===== src/rtl/serial_adder_if.sv =====
// serial_adder_if: operand/handshake/result bundle for serial_adder; sub exists only with SERIAL_ADDER_SUB_EN.
interface serial_adder_if #(parameter int WIDTH = 8);
  logic start;
  logic [WIDTH-1:0] a;
  logic [WIDTH-1:0] b;
  logic cin;
`ifdef SERIAL_ADDER_SUB_EN
  logic sub;
`endif
  logic busy;
  logic done;
  logic [WIDTH-1:0] sum;
  logic carry;
  logic overflow;
  modport master (
`ifdef SERIAL_ADDER_SUB_EN
    output sub,
`endif
    output start, a, b, cin,
    input busy, done, sum, carry, overflow
  );
  modport slave (
`ifdef SERIAL_ADDER_SUB_EN
    input sub,
`endif
    input start, a, b, cin,
    output busy, done, sum, carry, overflow
  );
endinterface


===== src/rtl/serial_adder.sv =====
// serial_adder: bit-serial LSB-first adder, one full-add cell and carry flop; SERIAL_ADDER_SUB_EN adds a - b - cin mode.
module serial_adder #(
  parameter int WIDTH = 8
) (
  input logic clk,
  input logic reset,
  serial_adder_if.slave bus
);
  localparam int CW = (WIDTH > 2) ? $clog2(WIDTH) : 1;
  typedef enum logic [1:0] {IDLE, RUN, DONE} state_t;
  state_t state, state_next;
  logic [WIDTH-1:0] a_sh, b_sh, s_sh, sum_q;
  logic [CW-1:0] cnt;
  logic c, carry_q, ovf_q;
  logic s, c_next, last, accept, inv;
`ifdef SERIAL_ADDER_SUB_EN
  assign inv = bus.sub;
`else
  assign inv = 1'b0;
`endif
  always_comb begin
    s = a_sh[0] ^ b_sh[0] ^ c;
    c_next = (a_sh[0] & b_sh[0]) | (a_sh[0] & c) | (b_sh[0] & c);
    last = cnt == CW'(WIDTH - 1);
    accept = bus.start && state != RUN;
    state_next = accept ? RUN : (state == RUN) ? (last ? DONE : RUN) : IDLE;
  end
  always_ff @(posedge clk) begin
    if (reset) begin
      state <= IDLE;
      a_sh <= '0;
      b_sh <= '0;
      s_sh <= '0;
      c <= 1'b0;
      cnt <= '0;
      sum_q <= '0;
      carry_q <= 1'b0;
      ovf_q <= 1'b0;
    end else begin
      state <= state_next;
      if (accept) begin
        a_sh <= bus.a;
        b_sh <= bus.b ^ {WIDTH{inv}};
        c <= bus.cin ^ inv;
        cnt <= '0;
      end else if (state == RUN) begin
        a_sh <= a_sh >> 1;
        b_sh <= b_sh >> 1;
        s_sh <= {s, s_sh[WIDTH-1:1]};
        c <= c_next;
        cnt <= last ? cnt : cnt + 1'b1;
        // c here is still the carry into the MSB, so overflow is c ^ carry-out
        if (last) begin
          sum_q <= {s, s_sh[WIDTH-1:1]};
          carry_q <= c_next;
          ovf_q <= c ^ c_next;
        end
      end
    end
  end
  assign bus.busy = state == RUN;
  assign bus.done = state == DONE;
  assign bus.sum = sum_q;
  assign bus.carry = carry_q;
  assign bus.overflow = ovf_q;
endmodule


===== src/flat_wrapper.sv =====
// flat-port wrapper written by rule: the top's interface ports become plain ports
module serial_adder_flat 
#(
  parameter int WIDTH = 8
)
  (clk, reset, bus_start, bus_a, bus_b, bus_cin, bus_busy, bus_done, bus_sum, bus_carry, bus_overflow);
  serial_adder_if #(.WIDTH(WIDTH)) bus_i ();
  input logic clk;
  input logic reset;
  input wire logic [$bits(bus_i.start)-1:0] bus_start;
  input wire logic [$bits(bus_i.a)-1:0] bus_a;
  input wire logic [$bits(bus_i.b)-1:0] bus_b;
  input wire logic [$bits(bus_i.cin)-1:0] bus_cin;
  output wire logic [$bits(bus_i.busy)-1:0] bus_busy;
  output wire logic [$bits(bus_i.done)-1:0] bus_done;
  output wire logic [$bits(bus_i.sum)-1:0] bus_sum;
  output wire logic [$bits(bus_i.carry)-1:0] bus_carry;
  output wire logic [$bits(bus_i.overflow)-1:0] bus_overflow;
  assign bus_i.start = bus_start;
  assign bus_i.a = bus_a;
  assign bus_i.b = bus_b;
  assign bus_i.cin = bus_cin;
  assign bus_busy = bus_i.busy;
  assign bus_done = bus_i.done;
  assign bus_sum = bus_i.sum;
  assign bus_carry = bus_i.carry;
  assign bus_overflow = bus_i.overflow;
  serial_adder #(.WIDTH(WIDTH)) u_core (.clk(clk), .reset(reset), .bus(bus_i));
endmodule

===== config.mk =====
export PLATFORM = sky130hd
export DESIGN_NAME = serial_adder_flat
export DESIGN_NICKNAME = d
export VERILOG_FILES = /design/src/rtl/serial_adder_if.sv /design/src/rtl/serial_adder.sv /design/src/flat_wrapper.sv
export SDC_FILE = /design/constraint.sdc
export NUM_CORES = 1
export LEC_CHECK = 0
export ABC_AREA = 1
export ABC_CLOCK_PERIOD_IN_PS = 2100
export CELL_PAD_IN_SITES_DETAIL_PLACEMENT = 1
export CELL_PAD_IN_SITES_GLOBAL_PLACEMENT = 1
export CORE_MARGIN = 1
export CORE_UTILIZATION = 30
export CTS_CLUSTER_DIAMETER = 100
export DETAILED_ROUTE_END_ITERATION = 10
export PLACE_DENSITY = 0.69
export SLEW_MARGIN = 20
export SYNTH_ARGS = -nofsm -noshare
export SYNTH_HDL_FRONTEND = slang
export SYNTH_SLANG_ARGS = --single-unit

===== constraint.sdc =====
create_clock -name clk -period 2.1 [get_ports clk]
set_clock_uncertainty 0.1 [all_clocks]
set_input_delay 0.315 -clock clk [delete_from_list [all_inputs] [get_ports clk]]
set_output_delay 0.315 -clock clk [all_outputs]
set_load 0.01 [all_outputs]

==> results.toml, run 1 <==
[sta]
final-setup-viol-count = 0
final-hold-violation-count = 0
fin_crit_sh = 0.8490
finalSetupTns_ns = 0
drv_slew = 0
rsz0062_at_grt = "no"
worstMarginPinSlew_ns = 0.3225
max_slew_margin = 0.7827
fin_ws_ns = 0.3172
clock.fmax_ghz = 0.5609
fin_crit_ns = 1.783

[worst_setup_path]
cp-end-kind = "output pin"
cp_max_fo = 2
arrival_ns = 1.37
critPathMaxStageDelay_ns = 0.55
rrSetupSlack_ns = 0.61
critical_path_required_ns = 1.68
r2r_end = "u_core.bus.sum[7]"
cp_top_family = "buffers and inverters"
cpMaxStageDelayCell = "clkdlybuf4s50_1"
start_kind = "register"
reg2reg_from = "u_core.cnt[0]"
path_buf_inv = 2
cp.depth = 3
critPathKind = "reg2out"
ff2ff_path_depth = 7
crit_chain = "inv_2, nor2_1, clkdlybuf4s50_1"

[global_route]
grt_first_pass_wirelength_um = 7272
top_usage_layer = "met2"
grt_use_total = 0.1569
antenna_found_initial = 0
grt_overflow = 0
grt_use_met1 = 0.1907
grt_pass1_vias = 1621
met3_usage = 0.04048
use_met2 = 0.2652
grt_start_max_net_pins = 27

[drt]
dr.first_iter.drc_count = 53
routedWlPerCell_um = 12.08
dr_total_vias = 1552
drc = 0
drt_wl_total_um = 4048
vias_per_cell = 4.633
ant_nets = 0
first_pass_iters = 4

[power_and_ir_drop]
p_leak_nw = 1.012
worst_ir_drop_vdd_mv = 0.3298
power_density_nw_per_um2 = 744.0

[layout]
layout.nets = 288
final_cells = 335
fill_cells = 652
antennaDiodeCount = 0
syn_to_final_growth_pct = 29.93
drive_gt1_frac = 0.08302

[yosys]
synth.cell_area_um2 = 1677
synthCells = 231
syn_nets = 255
yosysTopAreaCell = "dfxtp_1"
yosysWarningCount = 0
yosysTopAreaCellShare = 0.4657
yosys.cell_types.count = 18
synthTopCellsByArea = "dfxtp_1 47%, nand3_1 14%, nand2_1 9.6%"
yosysSeqAreaShare = 0.4657
ys_ff_latch = 39
syn_area_per_cell_um2 = 7.258

[clock_network]
cts_tree = "yes"
clkSinkCount = 39
post-cts-setup-buffers = 0
clock_latency_ns = 0.29
htree_levels = 2
cts_root_buf = "clkbuf_8"
cts.repair.resized = 0
hold_buffers = 0
numCtsBuffers = 5
clk_path_buf_depth = 2
cts.clk_slew.worst_paths_ns = 0.08

[place]
portBuffers = 31
dpl.cell_count = 327
place_hpwl_um = 2773
dp_slack_ns = 0.4711
gp_congestion = 0.7062

[floorplanning]
ios = 32
fp.dieH_um = 76.76
die-area_um2 = 5891
row_count = 26
core_um2 = 5238
initial_utilization = 0.3201
chipWidth_um = 76.76

[worst_hold_path]
hold_path_depth = 2
hp-class = "reg2reg"
min_to = "u_core.cnt[1]"
min-delay-start = "u_core.cnt[1]"

[job]
drv_cap = 0

[status]
outcome = "complete, no violations"
layout by cell type (no fill, tap or decap), drive strengths merged:
master,count
clkbuf,6
dfxtp,39
ha,3
nor2,35
clkinv,1
nand2,45
inv,22
nor3,2
xor2,1
nand3,47
buf,8
a21oi,7
bufinv,1
fa,1
clkdlybuf4s50,31
o21ai,16
cell type report:
type | instances | area (um^2) | share of cell area
inverter | 22 | 82.58 | 0.03791
multi-input combinational | 157 | 739.5 | 0.3395
tap | 70 | 87.58 | 0.04021
clock buffer | 6 | 82.58 | 0.03791
timing repair buffer | 39 | 370.4 | 0.1700
clock inverter | 2 | 35.03 | 0.01608
sequential | 39 | 780.7 | 0.3584
Yosys cell counts:
cell	instances
a21oi_1	7
buf_2	8
buf_6	2
clkbuf_1	3
dfxtp_1	39
fa_1	1
ha_1	3
inv_1	19
inv_2	3
nand2_1	43
nand2_2	2
nand3_1	47
nor2_1	34
nor2_4	1
nor3_1	2
o21ai_0	9
o21ai_1	7
xor2_1	1
per-stage QoR:
stage | utilization | total power [mW] | hold WS [ns] | instance area (um^2)
final | 0.4159 | 1.621 | 0.3695 | 2178
after global routing | 0.4159 | 1.716 | 0.4051 | 2178
after CTS | 0.4159 | 1.648 | 0.3748 | 2178
after detailed placement | 0.3935 | 0.9892 | 0.3625 | 2061
after global placement | 0.3935 | 0.9849 | 0.3519 | 2061
after floorplan | - | 0.9152 | 0.2841 | 1677
worst reg2reg max path, cell delays in order (launching register included):
cell and delay [ns]:
dfxtp_1 0.36, ha_1 0.19, ha_1 0.18, inv_1 0.04
nor2_1 0.14, buf_4 0.21, nand2_1 0.07, a21oi_1 0.13
cells by family after synthesis:
logic type | count (synthesis) | share of synthesized area
AND/OR/NAND/NOR | 129 | 0.3328
adder cells (fa/ha/maj) | 4 | 0.03433
XOR/XNOR | 1 | 0.005225
buffers and inverters | 35 | 0.09328
flip-flops | 39 | 0.4657
AO/OA/AOI/OAI | 23 | 0.06865
report_power, final:
| part | leakage, nW | switching (mW) | internal (mW) |
|---|---|---|---|
| clock network | 0.0612 | 0.266 | 0.385 |
| logic | 0.632 | 0.0976 | 0.0809 |
| registers | 0.318 | 0.0206 | 0.771 |
per-layer routing:
metal | share of wire | vias to the layer above
li1 | - | 801
met1 | 0.47 | 716
met2 | 0.49 | 31
met3 | 0.035 | 4
met4 | 0.0074 | 0
met5 | 0 | -
sequential cells by signal, indices dropped and copies added, names as in the netlist:
name,flops
u_core.a_sh,8
u_core.b_sh,8
u_core.bus.sum,8
u_core.s_sh,7
u_core.cnt,3
u_core.state,2
u_core.bus.carry,1
u_core.bus.overflow,1
u_core.c,1
worst max path at each step:
stage	start	end	slack, ns
4_1_cts	u_core.state[1]	bus_done	0.31
2_1_floorplan	u_core.cnt[0]	u_core.bus.carry	0.77
5_1_grt	u_core.state[1]	bus_done	0.24
6_report	u_core.state[1]	bus_done	0.32
3_3_place_gp	reset	u_core.s_sh[5]	0.51
3_5_place_dp	reset	u_core.s_sh[4]	0.47
Power figures use the tool's default switching activity.
==> inputs of run 2 (changes only) <==
ABC_CLOCK_PERIOD_IN_PS = 1900   (was 2100)
clock period = 1.9 ns   (was 2.1 ns; I/O delays follow)
==> run 2 against run 1 <==
  * Design area grew 1.2%
  * Combinational power increased by 9%
  * First-iteration DRC count grew 38%
  * Cell count grew 0.30%
  * Register-to-register slack got worse by 0.19 ns
  * Flip-flop and latch count unchanged
  * Count of clock-buffer cells in the layout decreased by 1
  * Sequential share of layout area is 0.43 points lower
  * Power is 17% higher
==> results.toml, run 2 (same netlist as run 1, synthesis figures left out) <==
[job]
drv_cap = 0

[place]
gp_congestion = 0.7027
portBuffers = 31
placed_cell_area_um2 = 2068
dpl.cell_count = 328
place_hpwl_um = 2846
dp_slack_ns = 0.3280

[layout]
antennaDiodeCount = 0
multi_input_area_um2 = 739.5
final-seq-area_um2 = 780.7
fill_cells = 650
fin_area_um2 = 2205
layout_commonest_cell = "nand3_1"
layout.nets = 289
final_cell_mix = "47 x nand3_1, 43 x nand2_1, 39 x dfxtp_1"
drive_gt1_frac = 0.08647
final_cells = 336
syn_to_final_growth_pct = 31.49

[sta]
drv_slew = 0
finalSetupTns_ns = 0
final-hold-violation-count = 0
clock.fmax_ghz = 0.5649
fin_ws_ns = 0.1298
hold_ws_ns = 0.3747
max_slew_margin = 0.7338
rsz0062_at_grt = "no"
worstMarginPinSlew_ns = 0.3979
fin_crit_sh = 0.9317
fin_crit_ns = 1.770
final-setup-viol-count = 0

[worst_setup_path]
endpoint = "bus_done"
crit_chain = "inv_2, nor2_1, clkdlybuf4s50_1"
path_buf_inv = 2
cp_max_fo = 2
reg2reg_from = "u_core.state[1]"
cp_top_family = "buffers and inverters"
cpMaxStageDelayCell = "clkdlybuf4s50_1"
cp.depth = 3
ff2ff_path_depth = 7
critical_path_required_ns = 1.51
cp-startpoint = "u_core.state[1]"
r2r_end = "u_core.a_sh[6]"
cp-end-kind = "output pin"
rrSetupSlack_ns = 0.42
arrival_ns = 1.39
start_kind = "register"
critPathKind = "reg2out"
critPathMaxStageDelay_ns = 0.55

[worst_hold_path]
hp-class = "reg2reg"

[clock_network]
hold_buffers = 0
clk_path_buf_depth = 2
cts.repair.resized = 0
htree_levels = 2
post-cts-setup-buffers = 0
cts_tree = "yes"
clkSinkCount = 39
numCtsBuffers = 5
cts.clk_slew.worst_paths_ns = 0.08
cts_root_buf = "clkbuf_8"
clock_latency_ns = 0.29

[power_and_ir_drop]
worst_ir_drop_vdd_mv = 0.3573
p_leak_nw = 1.020
power_density_nw_per_um2 = 860.6

[drt]
dr.first_iter.drc_count = 73
dr_total_vias = 1560
first_pass_iters = 4
drt_wl_total_um = 4042
routedWlPerCell_um = 12.03
drc = 0
vias_per_cell = 4.643
ant_nets = 0

[global_route]
antenna_found_initial = 0
grt_start_max_net_pins = 27
grt_use_total = 0.1522
grt_pass1_vias = 1578
grt_overflow = 0
grt_first_pass_wirelength_um = 7217

[status]
outcome = "complete, no violations"

[floorplanning]
ios = 32
initial_utilization = 0.3201
die-area_um2 = 5891
fp.dieH_um = 76.76
core_um2 = 5238
chipWidth_um = 76.76
row_count = 26
[run 2: worst min-delay path: cells and delay by family, from the launching register on]
kind,cells,cell delay (ns)
AO/OA/AOI/OAI,1,0.05
flip-flops,1,0.32
AND/OR/NAND/NOR,1,0.06
[run 2: worst min-delay path by stage]
stage / startpoint / end / slack [ns] / depth (start not counted)
after floorplan: reset / u_core.a_sh[7] / 0.25 / 1
after global placement: u_core.b_sh[7] / u_core.b_sh[7] / 0.36 / 2
after detailed placement: u_core.a_sh[7] / u_core.a_sh[7] / 0.36 / 2
after CTS: u_core.cnt[1] / u_core.cnt[1] / 0.38 / 2
after global routing: u_core.a_sh[7] / u_core.a_sh[7] / 0.40 / 2
final: u_core.cnt[1] / u_core.cnt[1] / 0.37 / 2
[run 2: cell type report]
class / count / share of cell area
Timing Repair Buffer: 40 / 0.1714
Sequential cell: 39 / 0.3541
Clock inverter: 3 / 0.03065
Clock buffer: 5 / 0.03121
Tap cell: 70 / 0.03973
Inverter: 22 / 0.03746
Multi-Input combinational cell: 157 / 0.3354
[run 2: report_power, final]
part | switching, mW | total (mW) | internal [mW]
logic | 0.106 | 0.195 | 0.0896
registers | 0.0240 | 0.876 | 0.852
clock network | 0.302 | 0.826 | 0.524
[run 2: stage by stage]
step | power, mW | utilization
3_3_place_gp | 1.088 | 0.3949
3_5_place_dp | 1.095 | 0.3949
5_1_grt | 1.991 | 0.4209
6_report | 1.897 | 0.4209
2_1_floorplan | 1.012 | -
4_1_cts | 1.930 | 0.4209
[run 2: routing by layer]
metal / routed length [um] / track usage / vias to the layer above
met5: 0 / 0 / -
met4: 44 / 0.04615 / 0
met3: 119 / 0.03571 / 6
met2: 1982 / 0.2661 / 27
met1: 1896 / 0.1828 / 724
li1: - / - / 803
==> inputs of run 3 (changes only) <==
CTS_CLUSTER_DIAMETER = 80   (was 100)
REMOVE_ABC_BUFFERS = 1   (was default)
==> run 3 against run 2 <==
  * Sequential share of layout area grew 1.0 points
  * Worst hold slack lost 0.013 ns
  * Global-route usage shrank 0.57 points
  * First-iteration DRC count shrank 23%
  * Wire length shrank 1.2%
  * Power shrank 15%
  * Count of clock-buffer cells in the layout grew 2
  * Flip-flop and latch count is the same
  * Register-to-register slack lost 0.16 ns
  * Critical endpoint is now bus_busy
  * Via count shrank 0.58%
  * Combinational power is essentially flat
==> results.toml, run 3 (same netlist as run 1, synthesis figures left out) <==
[layout]
syn_to_final_growth_pct = 27.76
fill_cells = 670
layout.nets = 288
fin_area_um2 = 2142
layout_commonest_cell = "nand3_1"
antennaDiodeCount = 0
final_cells = 335
drive_gt1_frac = 0.07547
final_cell_mix = "47 x nand3_1, 43 x nand2_1, 39 x dfxtp_1"
fin_util = 0.4090

[worst_hold_path]
min-delay-start = "u_core.a_sh[7]"
hold_path_depth = 2
hp-class = "reg2reg"
min_to = "u_core.a_sh[7]"

[worst_setup_path]
r2r_end = "u_core.bus.sum[7]"
cpMaxStageDelayCell = "clkdlybuf4s50_1"
arrival_ns = 1.38
cp-end-kind = "output pin"
critPathMaxStageDelay_ns = 0.56
cp_max_fo = 3
reg2reg_from = "u_core.cnt[0]"
critPathKind = "reg2out"
start_kind = "register"
crit_chain = "inv_2, nor2_4, clkdlybuf4s50_1"
ff2ff_path_depth = 7
rrSetupSlack_ns = 0.26
critical_path_required_ns = 1.51

[power_and_ir_drop]
netSwitchingFraction = 0.2552
worst_ir_drop_vdd_mv = 0.2740
p_int_mw = 1.200
seqPwrFrac = 0.543
clkPwrFrac = 0.335
p_leak_nw = 0.9929
finalPower_mw = 1.611
power_density_nw_per_um2 = 751.9
power.combinational.fraction = 0.121
p_sw_mw = 0.4110

[drt]
routedWlPerCell_um = 11.93
first_pass_iters = 4
dr_total_vias = 1551
drc = 0
vias_per_cell = 4.630
ant_nets = 0
dr.first_iter.drc_count = 56
drt_wl_total_um = 3995

[clock_network]
cts_tree = "yes"
numCtsBuffers = 5
cts.clk_slew.worst_paths_ns = 0.07
clk_path_buf_depth = 2
hold_buffers = 0
htree_levels = 2
clock_latency_ns = 0.29
clkSinkCount = 39
cts.repair.resized = 0
post-cts-setup-buffers = 0
cts_root_buf = "clkbuf_8"

[floorplanning]
fp.dieH_um = 76.76
chipWidth_um = 76.76
row_count = 26
die-area_um2 = 5891
core_um2 = 5238
ios = 32
initial_utilization = 0.3201

[job]
drv_cap = 0

[place]
portBuffers = 31
dpl.cell_count = 327
placed_cell_area_um2 = 2061
place_hpwl_um = 2821
dp_slack_ns = 0.2720
gp_congestion = 0.7692

[sta]
finalSetupTns_ns = 0
drv_slew = 0
final-setup-viol-count = 0
max_slew_margin = 0.7705
clock.fmax_ghz = 0.5660
fin_ws_ns = 0.1332
fin_crit_sh = 0.9299
worstMarginPinSlew_ns = 0.3406
rsz0062_at_grt = "no"
final-hold-violation-count = 0
hold_ws_ns = 0.3614
fin_crit_ns = 1.767

[global_route]
grt_pass1_vias = 1538
grt_start_max_net_pins = 28
grt_first_pass_wirelength_um = 6872
antenna_found_initial = 0
grt_overflow = 0
grt_use_total = 0.1465

[status]
outcome = "complete, no violations"
==> run 3: power by group through the flow <==
| stage | registers (mW) | logic, mW | clock network [mW] |
|---|---|---|---|
| 4_1_cts | 0.875 | 0.201 | 0.560 |
| 3_5_place_dp | 0.894 | 0.199 | 0 |
| 3_3_place_gp | 0.894 | 0.198 | 0 |
| 6_report | 0.875 | 0.195 | 0.540 |
| 2_1_floorplan | 0.888 | 0.104 | 0 |
| 5_1_grt | 0.880 | 0.223 | 0.593 |
==> run 3: area by class of cell <==
class	instances	area, um^2	area share
Clock buffer	7	76.32	0.03563
Clock inverter	1	5.005	0.002336
Inverter	22	82.58	0.03855
Multi-Input combinational cell	157	739.5	0.3452
Sequential cell	39	780.7	0.3645
Tap cell	70	87.58	0.04089
Timing Repair Buffer	39	370.4	0.1729
==> run 3: worst max path at each step <==
stage,from,slack [ns],endpoint,cells after the start
floorplan,u_core.state[1],0.35,u_core.bus.sum[1],5
global placement,bus_start,0.28,u_core.cnt[2],4
detailed placement,bus_start,0.27,u_core.cnt[0],4
CTS,u_core.state[0],0.10,bus_busy,3
global route,u_core.state[0],0.08,bus_busy,3
finish,u_core.state[0],0.13,bus_busy,3
==> run 3: per-layer routing <==
metal | wire [um] | GRT usage
met1 | 1971 | 0.1832
met2 | 1803 | 0.2393
met3 | 142 | 0.02976
met4 | 77 | 0.06923
met5 | 0 | 0
==> run 3: critical path: cells and delay by family (launching register included) <==
| family | cells | cell delay, ns |
|---|---|---|
| buf+inv | 2 | 0.62 |
| flops | 1 | 0.39 |
| simple gates | 1 | 0.08 |
